## src/rtl/cache_mem_pkg.sv

```systemverilog
// cache_mem_pkg: shared state encoding and width helpers
// for the cache <-> main-memory line port.
package cache_mem_pkg;

  localparam int C_BLOCK_SIZE   = 2;
  localparam int C_LINE_SIZE    = 64;
  localparam int ADDRESS_SIZE   = 32;
  localparam int MEM_LINE_SIZE  = 32;
  localparam int TIMEOUT_CYCLES = 64;

  typedef enum logic [1:0] {
    S_IDLE = 2'd0,
    S_WB   = 2'd1,
    S_FILL = 2'd2,
    S_DONE = 2'd3
  } mem_state_e;

  function automatic int line_w(input int bs, input int ls);
    return (2 ** bs) * ls;
  endfunction

  function automatic int laddr_w(input int as, input int bs);
    return as - bs - 2;
  endfunction

endpackage

```

## src/rtl/cache_mem_watchdog.sv

```systemverilog
// cache_mem_watchdog: counts cycles spent in one memory
// state and flags expiry on the last allowed cycle.
module cache_mem_watchdog #(
  parameter int limit = 64
) (
  input  logic clk,
  input  logic rst_n,
  input  logic en,
  input  logic clear,
  output logic expired
);

  localparam int CW = $clog2(limit + 1);

  logic [CW-1:0] cnt_q;

  // cycle counter, restarted on every state entry
  always_ff @(posedge clk or negedge rst_n) begin
    if (!rst_n) begin
      cnt_q <= '0;
    end else if (clear || !en) begin
      cnt_q <= '0;
    end else begin
      cnt_q <= cnt_q + 1'b1;
    end
  end

  assign expired = en && (cnt_q == CW'(limit - 1));

endmodule

```

## src/rtl/cache_mem_port.sv

```systemverilog
// cache_mem_port: miss handler, optional write-back then
// refill. Watchdog abort enabled by CACHE_MEM_TIMEOUT_EN.
module cache_mem_port
  import cache_mem_pkg::*;
#(
  parameter int c_block_size   = C_BLOCK_SIZE,
  parameter int c_line_size    = C_LINE_SIZE,
  parameter int address_size   = ADDRESS_SIZE,
  parameter int mem_line_size  = MEM_LINE_SIZE,
  parameter int timeout_cycles = TIMEOUT_CYCLES,
  localparam int LW =
    line_w(c_block_size, c_line_size),
  localparam int LA =
    laddr_w(address_size, c_block_size)
) (
  input  logic          c_clk_i,
  input  logic          c_reset_n_i,
  input  logic          c_req_i,
  input  logic          c_dirty_i,
  input  logic [LA-1:0] c_fill_addr_i,
  input  logic [LA-1:0] c_wb_addr_i,
  input  logic [LW-1:0] c_wb_data_i,
  output logic          c_busy_o,
  output logic [LW-1:0] c_fill_data_o,
  output logic          c_fill_valid_o,
  output logic          c_err_o,
  output logic          m_read_i,
  output logic          m_wr_i,
  output logic [LA-1:0] m_addr_i,
  output logic [LW-1:0] m_wr_data_i,
  input  logic          m_busywait_o,
  input  logic [LW-1:0] m_read_data_o,
  input  logic          m_read_done,
  input  logic          m_write_done
);

  // memory serialises beats itself; busywait is status only
  localparam int unused_beats = LW / mem_line_size;
  localparam int unused_tmo   = timeout_cycles;
  logic unused_bw;
  assign unused_bw = m_busywait_o;

  mem_state_e    state_q, state_d;
  logic          busy_q, busy_d;
  logic          fv_q, fv_d;
  logic          rd_q, rd_d;
  logic          wr_q, wr_d;
  logic [LA-1:0] addr_q, addr_d;
  logic [LA-1:0] fa_q, fa_d;
  logic [LW-1:0] wd_q, wd_d;
  logic [LW-1:0] fd_q, fd_d;
  logic          wd_exp;

`ifdef CACHE_MEM_TIMEOUT_EN
  logic err_q, err_d;

  cache_mem_watchdog #(
    .limit(timeout_cycles)
  ) u_wd (
    .clk    (c_clk_i),
    .rst_n  (c_reset_n_i),
    .en     ((state_q == S_WB) ||
             (state_q == S_FILL)),
    .clear  (state_d != state_q),
    .expired(wd_exp)
  );

  // error pulse register
  always_ff @(posedge c_clk_i or negedge c_reset_n_i) begin
    if (!c_reset_n_i) err_q <= 1'b0;
    else              err_q <= err_d;
  end

  assign c_err_o = err_q;
`else
  assign wd_exp  = 1'b0;
  assign c_err_o = 1'b0;
`endif

  // next state and next registered outputs
  always_comb begin
    state_d = state_q;
    busy_d  = busy_q;
    fv_d    = 1'b0;
    rd_d    = rd_q;
    wr_d    = wr_q;
    addr_d  = addr_q;
    fa_d    = fa_q;
    wd_d    = wd_q;
    fd_d    = fd_q;
`ifdef CACHE_MEM_TIMEOUT_EN
    err_d   = 1'b0;
`endif
    unique case (state_q)
      S_IDLE: begin
        if (c_req_i) begin
          busy_d = 1'b1;
          fa_d   = c_fill_addr_i;
          if (c_dirty_i) begin
            state_d = S_WB;
            wr_d    = 1'b1;
            addr_d  = c_wb_addr_i;
            wd_d    = c_wb_data_i;
          end else begin
            state_d = S_FILL;
            rd_d    = 1'b1;
            addr_d  = c_fill_addr_i;
          end
        end
      end
      S_WB: begin
        if (m_write_done) begin
          wr_d    = 1'b0;
          rd_d    = 1'b1;
          addr_d  = fa_q;
          state_d = S_FILL;
        end else if (wd_exp) begin
          wr_d    = 1'b0;
          busy_d  = 1'b0;
          state_d = S_IDLE;
`ifdef CACHE_MEM_TIMEOUT_EN
          err_d   = 1'b1;
`endif
        end
      end
      S_FILL: begin
        if (m_read_done) begin
          fd_d    = m_read_data_o;
          rd_d    = 1'b0;
          fv_d    = 1'b1;
          state_d = S_DONE;
        end else if (wd_exp) begin
          rd_d    = 1'b0;
          busy_d  = 1'b0;
          state_d = S_IDLE;
`ifdef CACHE_MEM_TIMEOUT_EN
          err_d   = 1'b1;
`endif
        end
      end
      S_DONE: begin
        busy_d  = 1'b0;
        state_d = S_IDLE;
      end
      default: begin
        state_d = S_IDLE;
      end
    endcase
  end

  // state and output registers
  always_ff @(posedge c_clk_i or negedge c_reset_n_i) begin
    if (!c_reset_n_i) begin
      state_q <= S_IDLE;
      busy_q  <= 1'b0;
      fv_q    <= 1'b0;
      rd_q    <= 1'b0;
      wr_q    <= 1'b0;
      addr_q  <= '0;
      fa_q    <= '0;
      wd_q    <= '0;
      fd_q    <= '0;
    end else begin
      state_q <= state_d;
      busy_q  <= busy_d;
      fv_q    <= fv_d;
      rd_q    <= rd_d;
      wr_q    <= wr_d;
      addr_q  <= addr_d;
      fa_q    <= fa_d;
      wd_q    <= wd_d;
      fd_q    <= fd_d;
    end
  end

  assign c_busy_o       = busy_q;
  assign c_fill_valid_o = fv_q;
  assign c_fill_data_o  = fd_q;
  assign m_read_i       = rd_q;
  assign m_wr_i         = wr_q;
  assign m_addr_i       = addr_q;
  assign m_wr_data_i    = wd_q;

endmodule

```

## config.mk

```make
export PLATFORM = sky130hd
export DESIGN_NAME = cache_mem_port
export DESIGN_NICKNAME = d
export VERILOG_FILES = /design/src/rtl/cache_mem_pkg.sv /design/src/rtl/cache_mem_watchdog.sv /design/src/rtl/cache_mem_port.sv
export SDC_FILE = /design/constraint.sdc
export NUM_CORES = 1
export LEC_CHECK = 0
export CAP_MARGIN = 40
export CELL_PAD_IN_SITES_DETAIL_PLACEMENT = 0
export CELL_PAD_IN_SITES_GLOBAL_PLACEMENT = 1
export CORE_AREA = 2 2 441 443
export CTS_CLUSTER_DIAMETER = 60
export DETAILED_ROUTE_END_ITERATION = 12
export DIE_AREA = 0 0 443 445
export GPL_ROUTABILITY_DRIVEN = 0
export PLACE_DENSITY_LB_ADDON = 0.12
export SYNTH_ARGS = -nofsm -noshare
export SYNTH_HDL_FRONTEND = slang
export SYNTH_SLANG_ARGS = --single-unit
```

## constraint.sdc

```tcl
create_clock -name c_clk_i -period 1.67 [get_ports c_clk_i]
set_input_delay 0.334 -clock c_clk_i [delete_from_list [all_inputs] [get_ports c_clk_i]]
set_output_delay 0.334 -clock c_clk_i [all_outputs]
set_load 0.1 [all_outputs]
```

==> impl_results.md <==
* Status: finished, violations left
* Violated checks: negative setup slack
* Root Buffer: clkbuf_16
* Nets@finish at 3174
* Critical Path Sink: m_wr_data_i[224]
* Grt met2 use at 24.59%
* Boundary pin count at 1120
* Syn Inst Count at 1307
* Area after DPL at 42550 µm²
* Worst-case clock buffer depth at 3
* CP Max Fanout at 19
* Final period utilization at 109.8%
* Clock transition at path regs at 50 ps
* Port Buffers at 1117
* GRT busiest layer: met2
* Tot GR Track Use at 13.44%
* Most frequent cells in the layout: 583 x buf_12, 571 x clkdlybuf4s50_1, 540 x dfrtp_1
* Core Area at 192000 µm²
* WP data arrival at 2410 ps
* DP HPWL at 111.0 mm
* CP startpoint kind: register
* DRC violation total after the first TritonRoute iteration at 476
* # DRC at 0
* Period minus WS final at 1833 ps
* Setup violations, final at 574
* Area delta synth->final at 113.1%
* Pin count of the biggest net entering global routing at 82
* Die Width at 443 µm
* Warnings from Yosys at 0
* Synth area leaders: dfrtp_1 65%, mux2_2 27%, mux2i_1 1.5%
* Total gr overflow at 0
* Initial antenna violation count at 68
* Commonest non-fill, non-tap cell in the layout: buf_12
* # fillers at 19810
* DIE HEIGHT at 445 µm
* Worst endpoint required time at 2250 ps
* Core Rows at 161
* H-tree Lvls at 3
* Reg area at 14410 µm²
* Yosys cell types at 31
* Via count at 16880
* HP Class: in2async
* Syn_nets at 1888
* CTS tree: yes
* Post-synthesis sequential area ratio at 65.09%
* Top-area cell type share of the netlist area at 65.09%
* Clock Sinks at 574
* Post-route antenna net violation count at 0
* Final wirelength at 135.5 mm
* Capturing point of the worst reg2reg path: m_wr_data_i[224]
* Setup WS post-layout at -162.8 ps
* Synthesized area at 22070 µm²
* Yosys reg bits at 574
* Crit Path Class: reg2reg
* Total of max-cap violations at 0
* Clock Latency Late Sink at 730 ps
* Slew Viols, Final at 0
* Share of layout cells above drive strength 1 at 54.57%
* Via count of the first global-routing pass at 18790
* Slew Limit Headroom at 62.74%
* Worst slew pin tran at 558.9 ps
* Area occupied by multi-input gates at 7315 µm²
* Fmax at 0.5456 GHz
* Critical path startpoint: state_q[0]
* Mean Syn Cell Area at 16.88 µm²
* Met3 Usage GRT at 4.496%
* M1 GR Usage at 14.79%
* Skew final at 30.55 ps
* Crit path capture type: register
* First-pass GRT wire length at 179.8 mm
* Via-to-Cell Ratio at 3.232
* Largest area contributor in the netlist: dfrtp_1
* Pre-antenna DRT Iters at 4
* Reg2reg path depth at 7
* Die area at 197100 µm²
* Initial Utilization at 11.50%
* WL per Instance at 25.94 µm
* Reg-to-reg startpoint: state_q[0]
* RSZ-0062 raised after global routing: yes
* Register-to-register path setup slack at -160 ps
* Total CTS buffers at 103
* Fin area at 47040 µm²
* Final hold violations at 0
==> per-stage QoR <==
| step | instances | setup slack, ps | hold WS, ps | setup TNS, ps | util, % |
|---|---|---|---|---|---|
| 6_report | 5222 | -162.8 | 125.9 | -45050 | 24.50 |
| 3_3_place_gp | 4988 | -639.0 | 264.8 | -226790 | 22.17 |
| 5_1_grt | 5214 | -226.5 | 87.10 | -124740 | 24.49 |
| 4_1_cts | 5205 | -197.5 | 55.82 | -115300 | 24.46 |
| 3_5_place_dp | 4988 | -637.8 | 268.0 | -237570 | 22.17 |
| 2_1_floorplan | 1307 | -1.309 | 38.41 | -262.2 | - |
==> state kept, by name, indices dropped and copies added, names as in the netlist <==
register	count
c_fill_data_o	256
state_q	2
m_wr_i	1
c_fill_valid_o	1
m_wr_data_i	256
m_addr_i	28
fa_q	28
c_busy_o	1
m_read_i	1
==> kinds of logic (layout without fill, tap and decap cells) <==
group                    Yosys count  after routing  share of synthesized area [%]
AO/OA/AOI/OAI                     37             37                          1.707
adder cells (fa/ha/maj)            6              6                         0.3402
buffers and inverters             78           1452                          2.767
flip-flops                       574            574                          65.09
multiplexers                     572            572                          29.18
other                              1             16                        0.01699
AND/OR/NAND/NOR                   39             39                         0.9072
==> worst min path at each step <==
| stage | start | to | slack (ps) | cells after the start |
|---|---|---|---|---|
| final | c_reset_n_i | c_fill_data_o[74] | 130 | 2 |
| after global routing | c_reset_n_i | c_fill_data_o[74] | 90 | 2 |
| after CTS | c_reset_n_i | c_fill_data_o[16] | 60 | 2 |
| after detailed placement | c_reset_n_i | c_fill_data_o[19] | 270 | 1 |
| after global placement | c_reset_n_i | c_fill_data_o[19] | 260 | 1 |
| after floorplan | c_reset_n_i | c_busy_o | 40 | 0 |
==> critical path, stage by stage, from the launching register on <==
cell and delay (ps):
dfrtp_1 380, inv_2 70, buf_6 90, ha_4 120
and3_4 270, buf_12 200, buf_16 200, mux2_2 350
==> timing repair <==
item,4_1_cts,5_1_grt
setup buffers,17,1
endpoints found under the setup margin,1100,1108
gates resized for setup,115,6
hold buffers,1,0
cloned,7,2
hold endpoints to repair,281,0
pin swaps,3,2
==> layout make-up <==
class | count | area share, %
Timing Repair Buffer | 1253 | 39.13
Multi-Input combinational cell | 655 | 15.55
Clock inverter | 60 | 1.809
Inverter | 6 | 0.04788
Clock buffer | 133 | 6.041
Tap cell | 2526 | 6.719
Sequential cell | 574 | 30.63
Antenna cell | 15 | 0.07980
==> cells in the mapped netlist <==
| cell type | n |
|---|---|
| o22ai_1 | 1 |
| a211oi_1 | 1 |
| dfrtp_1 | 574 |
| a211o_1 | 1 |
| clkbuf_1 | 1 |
| mux2i_1 | 32 |
| mux2_2 | 520 |
| a2111oi_0 | 1 |
| buf_4 | 22 |
| and3b_1 | 1 |
| o221a_2 | 25 |
| nand2b_1 | 1 |
| and2b_4 | 2 |
| nand2_1 | 29 |
| buf_2 | 20 |
| nor3_4 | 1 |
| inv_1 | 6 |
| mux2_4 | 10 |
| and3_1 | 1 |
| o21ai_0 | 3 |
| a21boi_0 | 1 |
| conb_1 | 1 |
| nor2_1 | 2 |
| buf_6 | 28 |
| ha_1 | 6 |
| mux2_1 | 10 |
| o31ai_1 | 1 |
| nand3b_4 | 1 |
| buf_1 | 1 |
| and2_1 | 1 |
| o221a_1 | 3 |
==> layer usage <==
| layer | up-vias | share of wire [%] |
|---|---|---|
| met3 | 207 | 6.7 |
| met1 | 8711 | 37 |
| met2 | 621 | 53 |
| li1 | 7317 | - |
| met4 | 24 | 2.5 |
| met5 | - | 0.10 |
Power is not shown: default switching activity piles up to over one toggle a cycle in this logic, so the estimate is an artifact.
